[config.mk]
export PLATFORM = sky130hd
export DESIGN_NAME = i4002_rd_arbiter
export DESIGN_NICKNAME = d
export VERILOG_FILES = /design/src/rtl/i4002_pkg.sv /design/src/rtl/i4002_rd_arbiter_rr.sv /design/src/rtl/i4002_rd_arbiter.sv
export SDC_FILE = /design/constraint.sdc
export NUM_CORES = 1
export LEC_CHECK = 0
export CAP_MARGIN = 20
export CORE_MARGIN = 2
export CORE_UTILIZATION = 45
export DETAILED_ROUTE_END_ITERATION = 7
export DONT_BUFFER_PORTS = 1
export PLACE_DENSITY = 0.71
export SLEW_MARGIN = 20
export SYNTH_ARGS = -nofsm -noshare
export SYNTH_HDL_FRONTEND = slang
export SYNTH_HIERARCHICAL = 1
export SYNTH_SLANG_ARGS = --single-unit
[constraint.sdc]
create_clock -name sysclk_i -period 3 [get_ports sysclk_i]
set_clock_uncertainty 0.05 [all_clocks]
set_input_delay 0.6 -clock sysclk_i [delete_from_list [all_inputs] [get_ports sysclk_i]]
set_output_delay 0.6 -clock sysclk_i [all_outputs]
set_load 0.05 [all_outputs]
[src/rtl/i4002_pkg.sv]
// Shared constants and types for the i4002 RAM secondary-read arbiter.
package i4002_pkg;

    localparam int unsigned RAM_ADDR_W = 5;
    localparam int unsigned RAM_DATA_W = 4;
    localparam int unsigned NUM_REGS   = 4;

    localparam logic [RAM_ADDR_W-1:0] STATUS_BASE = 5'h10;

    typedef enum logic {
        IDLE = 1'b0,
        READ = 1'b1
    } state_t;

endpackage

[src/rtl/i4002_rd_arbiter_rr.sv]
// Combinational round-robin picker: first set request after last_i, wrapping modulo NUM_REQ.
module rr_arbiter #(
    parameter int unsigned NUM_REQ = 2
) (
    input  logic [NUM_REQ-1:0] req_i,
    input  logic [1:0]         last_i,
    output logic [NUM_REQ-1:0] gnt_o,
    output logic               valid_o
);

    localparam int unsigned IdxW = (NUM_REQ > 1) ? $clog2(NUM_REQ) : 1;

    logic [IdxW-1:0] idx;

    always_comb begin
        gnt_o   = '0;
        valid_o = 1'b0;
        idx     = '0;
        for (int k = 1; k <= int'(NUM_REQ); k++) begin
            idx = IdxW'((int'(last_i) + k) % int'(NUM_REQ));
            if (!valid_o && req_i[idx]) begin
                gnt_o[idx] = 1'b1;
                valid_o    = 1'b1;
            end
        end
    end

endmodule

[src/rtl/i4002_rd_arbiter.sv]
// Shares the four i4002 secondary read ports among NUM_REQ requesters, one read per grant.
module i4002_rd_arbiter
    import i4002_pkg::*;
#(
    parameter int unsigned NUM_REQ        = 2,
    parameter int unsigned RAM_ARRAY_SIZE = 32
) (
    input  logic                            sysclk_i,
    input  logic                            reset_i,
    input  logic [NUM_REQ-1:0]              req_i,
    input  logic [2*NUM_REQ-1:0]            req_reg_i,
    input  logic [RAM_ADDR_W*NUM_REQ-1:0]   req_addr_i,
    output logic [NUM_REQ-1:0]              gnt_o,
    output logic                            rd_valid_o,
    output logic [RAM_DATA_W-1:0]           rd_data_o,
    output logic [1:0]                      rd_id_o,
    output logic                            rd_err_o,
    output logic                            busy_o,
    output logic [RAM_ADDR_W-1:0]           ram0_addr2_o,
    output logic [RAM_ADDR_W-1:0]           ram1_addr2_o,
    output logic [RAM_ADDR_W-1:0]           ram2_addr2_o,
    output logic [RAM_ADDR_W-1:0]           ram3_addr2_o,
    input  logic [RAM_DATA_W-1:0]           ram0_data2_out_i,
    input  logic [RAM_DATA_W-1:0]           ram1_data2_out_i,
    input  logic [RAM_DATA_W-1:0]           ram2_data2_out_i,
    input  logic [RAM_DATA_W-1:0]           ram3_data2_out_i
);

    state_t                  state_q, state_d;
    logic [NUM_REQ-1:0]      gnt_q, gnt_d;
    logic [NUM_REQ-1:0]      eligible, win_oh;
    logic                    win_valid;
    logic [1:0]              last_q, last_d;
    logic [1:0]              sel_reg_q, sel_reg_d;
    logic [1:0]              sel_id_q, sel_id_d;
    logic                    sel_err_q, sel_err_d;
    logic                    rd_valid_q, rd_valid_d;
    logic [RAM_DATA_W-1:0]   rd_data_q, rd_data_d;
    logic [1:0]              rd_id_q, rd_id_d;
    logic                    rd_err_q, rd_err_d;
    logic [RAM_ADDR_W-1:0]   addr_q [NUM_REGS];
    logic [RAM_ADDR_W-1:0]   addr_d [NUM_REGS];
    logic [RAM_DATA_W-1:0]   ram_data [NUM_REGS];
    logic [1:0]              win_reg, win_id;
    logic [RAM_ADDR_W-1:0]   win_addr;

    // A requester still seeing its grant pulse is not eligible again this edge.
    assign eligible = req_i & ~gnt_q;

    rr_arbiter #(
        .NUM_REQ (NUM_REQ)
    ) u_rr (
        .req_i   (eligible),
        .last_i  (last_q),
        .gnt_o   (win_oh),
        .valid_o (win_valid)
    );

    assign ram_data[0] = ram0_data2_out_i;
    assign ram_data[1] = ram1_data2_out_i;
    assign ram_data[2] = ram2_data2_out_i;
    assign ram_data[3] = ram3_data2_out_i;

    always_comb begin
        win_reg  = '0;
        win_addr = '0;
        win_id   = '0;
        for (int i = 0; i < int'(NUM_REQ); i++) begin
            if (win_oh[i]) begin
                win_reg  = req_reg_i[2*i +: 2];
                win_addr = req_addr_i[RAM_ADDR_W*i +: RAM_ADDR_W];
                win_id   = 2'(i);
            end
        end
    end

    always_comb begin
        state_d    = state_q;
        gnt_d      = '0;
        last_d     = last_q;
        sel_reg_d  = sel_reg_q;
        sel_id_d   = sel_id_q;
        sel_err_d  = sel_err_q;
        rd_valid_d = 1'b0;
        rd_data_d  = rd_data_q;
        rd_id_d    = rd_id_q;
        rd_err_d   = rd_err_q;
        addr_d     = addr_q;

        if (state_q == READ) begin
            rd_valid_d = 1'b1;
            rd_id_d    = sel_id_q;
            rd_err_d   = sel_err_q;
            rd_data_d  = sel_err_q ? '0 : ram_data[sel_reg_q];
            state_d    = IDLE;
        end

        // A grant is issued from either state; in READ it overlaps the capture.
        if (win_valid) begin
            gnt_d          = win_oh;
            last_d         = win_id;
            sel_reg_d      = win_reg;
            sel_id_d       = win_id;
            sel_err_d      = 32'(win_addr) >= RAM_ARRAY_SIZE;
            addr_d[win_reg] = win_addr;
            state_d        = READ;
        end
    end

    always_ff @(posedge sysclk_i or posedge reset_i) begin
        if (reset_i) begin
            state_q    <= IDLE;
            gnt_q      <= '0;
            last_q     <= 2'(NUM_REQ - 1);
            sel_reg_q  <= '0;
            sel_id_q   <= '0;
            sel_err_q  <= 1'b0;
            rd_valid_q <= 1'b0;
            rd_data_q  <= '0;
            rd_id_q    <= '0;
            rd_err_q   <= 1'b0;
            for (int i = 0; i < int'(NUM_REGS); i++) begin
                addr_q[i] <= '0;
            end
        end else begin
            state_q    <= state_d;
            gnt_q      <= gnt_d;
            last_q     <= last_d;
            sel_reg_q  <= sel_reg_d;
            sel_id_q   <= sel_id_d;
            sel_err_q  <= sel_err_d;
            rd_valid_q <= rd_valid_d;
            rd_data_q  <= rd_data_d;
            rd_id_q    <= rd_id_d;
            rd_err_q   <= rd_err_d;
            addr_q     <= addr_d;
        end
    end

    assign gnt_o        = gnt_q;
    assign rd_valid_o   = rd_valid_q;
    assign rd_data_o    = rd_data_q;
    assign rd_id_o      = rd_id_q;
    assign rd_err_o     = rd_err_q;
    assign busy_o       = (state_q == READ);
    assign ram0_addr2_o = addr_q[0];
    assign ram1_addr2_o = addr_q[1];
    assign ram2_addr2_o = addr_q[2];
    assign ram3_addr2_o = addr_q[3];

endmodule

==> results of run 1 <==
final cells by class:
| class | count | share of cell area |
|---|---|---|
| clock inverter | 1 | 0.0180 |
| tap | 46 | 0.0345 |
| multi-input combinational | 60 | 0.387 |
| timing repair buffer | 4 | 0.0180 |
| sequential | 33 | 0.496 |
| clock buffer | 7 | 0.0330 |
| inverter | 6 | 0.0135 |
power breakdown:
| group | total (mW) | switching, mW | leakage (nW) | internal [mW] |
|---|---|---|---|---|
| clock network | 0.339 | 0.140 | 0.0455 | 0.199 |
| registers | 1.21 | 0.624 | 0.414 | 0.590 |
| logic | 0.314 | 0.125 | 0.302 | 0.189 |
sequential cells by signal, summed over array words and instances, names as in the netlist:
signal,count
ram0_addr2_o,5
ram1_addr2_o,5
sel_reg_q,2
rd_valid_o,1
ram2_addr2_o,5
last_q,1
sel_id_q,1
gnt_o,2
busy_o,1
rd_id_o,1
rd_data_o,4
ram3_addr2_o,5
stage by stage:
step | total power [mW] | hold slack [ns] | cell area, µm² | utilization
6_report | 1.87 | 0.186 | 1670 | 0.504
5_1_grt | 1.96 | 0.193 | 1670 | 0.504
4_1_cts | 1.89 | 0.185 | 1670 | 0.504
3_5_place_dp | 1.54 | 0.436 | 1580 | 0.478
3_3_place_gp | 1.53 | 0.416 | 1580 | 0.478
2_1_floorplan | 1.47 | 0.406 | 1540 | -
logic make-up (layout without fill, tap and decap cells):
family / Yosys count / after routing / share of synthesized area
buffers and inverters: 12 / 18 / 0.0440
AND/OR/NAND/NOR: 15 / 15 / 0.0676
multiplexers: 29 / 29 / 0.254
AO/OA/AOI/OAI: 14 / 14 / 0.0936
flip-flops: 33 / 33 / 0.538
other: 1 / 2 / 0.00244
routing by layer:
metal / routed length (µm) / vias up
met5: 0 / -
met4: 25 / 0
met3: 369 / 4
met2: 1370 / 57
met1: 1130 / 437
li1: - / 380
critical path, stage by stage (launching register included):
cell,delay [ns]
dfrtp_1,0.37
buf_4,0.19
nor2b_1,0.17
a21boi_1,0.32
nor2b_4,0.29
a22oi_4,0.11
nor2_1,0.41
mux2_2,0.39
cell usage in the layout, fill, tap and decap left out, drive strengths merged:
cell,instances
mux2,25
or2,1
dfstp,1
o21ai,4
mux4,4
o211ai,1
dfrtp,32
nand3b,1
a22oi,1
a21boi,2
a22o,5
conb,2
a21oi,1
bufinv,1
and2,2
nor2,3
nand3,1
nand2,2
nor2b,3
inv,6
clkbuf,7
and3b,1
buf,4
and4,1
final timing paths:
path                       startpoint              end  slack [ns]  depth (start not counted)
max                          gnt_o[0]  ram1_addr2_o[0]        0.58                          7
min reg2reg                 last_q[0]        last_q[0]        0.45                          2
min in group sysclk_i       last_q[0]        last_q[0]        0.45                          2
max in group asynchronous     reset_i        last_q[0]        2.40                          2
min                           reset_i     sel_reg_q[1]        0.19                          2
max reg2reg                  gnt_o[0]  ram1_addr2_o[0]        0.58                          7
==> reports/metrics.csv, run 1 <==
stage,metric,value,unit
outcome,status,"finished, final reports clean",
finish,areaGrowthSynthToFinish,8.55,%
timing,fin_crit_sh,0.808,
routing,drtAntennaViolNets,0,
grt,grt_util_met2,0.246,
grt,grt-ovfl-total,0,
clocking,hold_buffers,0,
worst_setup_path,crit_path_end_kind,flop,
routing,drcViolationCount,0,
yosys,synth_common_cells,"dfrtp_1 (32), mux2_2 (20), inv_1 (6), a22o_2 (5), mux2_4 (5)",
finish,multi_input_area,646,µm²
clocking,clock_latency,0.33,ns
flow_run,maxCapViolCount,0,
yosys,synth-edff-count,0,
timing,setup_slack,0.576,ns
worst_setup_path,critPathLaunchType,flop,
clocking,cts_buffer_depth,2,
floorplan,coreArea,3310,µm²
yosys,synth_cell_types,29,
finish,final.fill_count,304,
power,power_density,1120,nW/µm²
floorplan,die_h,62.4,µm
worst_setup_path,worstSetupPathType,reg -> reg,
floorplan,die-area,3900,µm²
min_path,hold_class,in -> async,
clocking,cts_tree,yes,
yosys,synth_seq_cells,33,
timing,finalSetupViolCount,0,
grt,grt_use_met3,0.0991,
floorplan,io_pins,65,
yosys,yosysSeqAreaShare,0.538,
yosys,synth_ff_type,dfrtp_1,
clocking,htree_levels,2,
yosys,yosys_warnings,6,
routing,vias,878,
clocking,cts_made_buffers,5,
routing,avgViaCountPerCell,5.59,
yosys,syn-cell-area,1540,µm²
grt,busiest_layer,met2,
routing,wl_per_cell,18.5,µm
floorplan,rows,21,
clocking,clock-sinks,33,
clocking,ctsResizeCount,0,
timing,rsz0062_at_grt,no,
grt,grt_first_pass_wirelength,4.81,mm
grt,antenna_found_initial,0,
power,ir_drop,529,µV
clocking,cts-root-buf,clkbuf_4,
placement,io_buffers,0,
yosys,synth_area_leaders,"dfrtp_1 (52%), mux2_2 (15%), mux4_2 (5.9%)",
power,power.leakage,0.761,nW
routing,wl,2.90,mm
clocking,clkTransAtPathRegs,0.10,ns
timing,hold_violations,0,
grt,groute.usage.overall,0.164,
routing,first_pass_iters,4,
yosys,async_reset_ff_frac,1.00,
worst_setup_path,worstPathMaxFanout,6,
finish,seq_area,827,µm²
timing,tightest_slew,0.671,ns
grt,grt_max_degree,34,
worst_setup_path,critPathArrivalTime,2.59,ns
placement,place_hpwl,2.23,mm
placement,gp_congestion,0.821,
floorplan,dieWidth,62.4,µm
floorplan,start_util,0.464,
finish,diodes,0,
grt,grtUsageMet1,0.199,
timing,setup_tns,0,ns
placement,dp_slack,0.504,ns
clocking,postCtsSetupBuffers,0,
timing,finalCriticalPeriod,2.42,ns
yosys,syn_inst,104,
yosys,synth_top_area_frac,0.521,
timing,relSlewSlack,0.553,
finish,nets,144,
worst_setup_path,cp.required,3.16,ns
timing,maxClockFrequency,413,MHz
yosys,synth_top_area_cell,dfrtp_1,
placement,dp_cells,149,
timing,slew_viol_final,0,
yosys,synth.most_common_cell,dfrtp_1,
finish,finalNonFillerCells,157,
grt,grt_pass1_vias,899,
routing,drtIter0Drc,28,
yosys,avgSynthCellArea,14.8,µm²
finish,final_layout_size_suffix_gt1_frac,0.477,
No activity file was read; power rests on OpenSTA's default activity.
==> inputs of run 2 (changes only) <==
==> constraint.sdc (replaced) <==
create_clock -name sysclk_i -period 2.5 [get_ports sysclk_i]
set_clock_uncertainty 0.05 [all_clocks]
set_input_delay 0.5 -clock sysclk_i [delete_from_list [all_inputs] [get_ports sysclk_i]]
set_output_delay 0.5 -clock sysclk_i [all_outputs]
set_load 0.05 [all_outputs]
==> run 2 against run 1 <==
Effect of this change:
- via count shrank 0.91%
- clock power shrank 17%
- sequential share of layout area grew 0.79 points
- global-route usage grew 0.48 points
- sequential power grew 21%
- first-iteration DRC count grew 46%
- final cell count grew 0.64%
- worst setup slack lost 0.34 ns
- critical path depth is the same
- critical endpoint is now ram0_addr2_o[2]
- highest routed layer unchanged
==> reports/metrics.csv, run 2 (synthesis gave the netlist of run 1 again) <==
stage,metric,value,unit
worst_setup_path,worstPathMaxFanout,12,
worst_setup_path,worstSetupPathType,reg -> reg,
finish,final_util,0.496,
finish,final.fill_count,308,
worst_setup_path,cp.required,2.67,ns
floorplan,rows,21,
timing,finalCriticalPeriod,2.26,ns
grt,grt_max_degree,19,
clocking,cts_buffer_depth,2,
grt,antenna_found_initial,0,
clocking,cts_tree,yes,
worst_setup_path,reg2reg_slack,0.24,ns
worst_setup_path,rr_endpoint,ram0_addr2_o[2],
finish,seq_area,827,µm²
finish,diodes,0,
timing,tightest_slew,0.659,ns
floorplan,io_pins,65,
routing,first_pass_iters,3,
worst_setup_path,critPathArrivalTime,2.43,ns
routing,wl,3.00,mm
floorplan,coreArea,3310,µm²
clocking,postCtsSetupBuffers,0,
grt,groute.usage.overall,0.169,
clocking,cts_made_buffers,5,
finish,final_layout_size_suffix_gt1_frac,0.482,
timing,maxClockFrequency,442,MHz
floorplan,die_h,62.4,µm
grt,grt_first_pass_wirelength,4.97,mm
outcome,status,"finished, final reports clean",
power,ir_drop,799,µV
routing,drcViolationCount,0,
timing,slew_viol_final,0,
power,power.leakage,0.753,nW
flow_run,maxCapViolCount,0,
finish,multi_input_area,646,µm²
timing,relSlewSlack,0.560,
clocking,htree_levels,2,
finish,nets,145,
worst_setup_path,crit_path_end_kind,flop,
routing,vias,870,
timing,setup_tns,0,ns
clocking,clock_latency,0.33,ns
routing,avgViaCountPerCell,5.51,
worst_setup_path,rr_worst_depth,7,
timing,fin_crit_sh,0.904,
finish,final_common_cell,dfrtp_1,
placement,place_hpwl,2.34,mm
clocking,hold_buffers,0,
grt,grt_pass1_vias,978,
grt,grt-ovfl-total,0,
timing,rsz0062_at_grt,no,
finish,most-common-layout-cells,"dfrtp_1 (32), mux2_2 (20), inv_1 (6)",
clocking,ctsResizeCount,0,
clocking,clkTransAtPathRegs,0.10,ns
floorplan,die-area,3900,µm²
routing,wl_per_cell,19.0,µm
floorplan,dieWidth,62.4,µm
power,power_density,1290,nW/µm²
finish,areaGrowthSynthToFinish,6.84,%
clocking,clock-sinks,33,
min_path,hold_class,in -> async,
finish,finalNonFillerCells,158,
placement,gp_congestion,0.775,
placement,dp_cells,150,
floorplan,start_util,0.464,
routing,drtIter0Drc,41,
routing,drtAntennaViolNets,0,
worst_setup_path,critPathLaunchType,flop,
placement,io_buffers,0,
timing,hold_violations,0,
clocking,cts-root-buf,clkbuf_4,
timing,finalSetupViolCount,0,
worst_setup_path,timing.rr.start,gnt_o[1],
-- run 2: cell count changes in the layout (fill, tap and decap cells not counted), sizes merged --
cell / before / now
buf: 4 / 5
clkinv: 0 / 2
bufinv: 1 / 0
clkbuf: 7 / 6
-- run 2: power by group --
group | switching (mW) | internal [mW] | leakage (nW) | total [mW]
clock | 0.173 | 0.107 | 0.0320 | 0.280
sequential | 0.752 | 0.708 | 0.414 | 1.46
combinational | 0.152 | 0.230 | 0.306 | 0.382
total | 1.08 | 1.05 | 0.753 | 2.12
-- run 2: through the flow --
step | hold slack (ns) | power [mW] | area [µm²] | worst slack, ns
after floorplan | 0.406 | 1.77 | 1540 | 0.0980
after global placement | 0.418 | 1.84 | 1590 | 0.157
after detailed placement | 0.430 | 1.87 | 1590 | 0.103
after CTS | 0.0780 | 2.15 | 1640 | 0.213
after global routing | 0.0884 | 2.23 | 1640 | 0.0567
final | 0.0567 | 2.12 | 1640 | 0.240
-- run 2: per-layer routing --
layer  GRT usage  wire, µm  vias to the layer above
met5           0         0                        -
met4      0.0583        25                        0
met3       0.117       401                        4
met2       0.270      1530                       51
met1       0.176      1040                      433
li1            -         -                      382
-- run 2: critical path, stage by stage, from the launching register on --
cell and delay (ns):
dfrtp_1 0.39, nor2b_1 0.19, a21boi_1 0.19, buf_4 0.22, nor2b_4 0.09, a22oi_4 0.26
and4_1 0.40, mux2_2 0.37
-- run 2: layout make-up --
cell class                      count  share of cell area
Inverter                            6              0.0137
Tap cell                           46              0.0351
Multi-Input combinational cell     60               0.393
Timing Repair Buffer                5              0.0229
Clock inverter                      2             0.00610
Clock buffer                        6              0.0252
Sequential cell                    33               0.504
-- run 2: worst max-delay path by stage --
| stage | startpoint | endpoint |
|---|---|---|
| after floorplan | gnt_o[1] | ram0_addr2_o[0] |
| after global placement | req_i[1] | ram0_addr2_o[3] |
| after detailed placement | req_i[1] | ram0_addr2_o[3] |
| after CTS | gnt_o[1] | ram0_addr2_o[2] |
| after global routing | gnt_o[0] | ram1_addr2_o[3] |
| final | gnt_o[1] | ram0_addr2_o[2] |
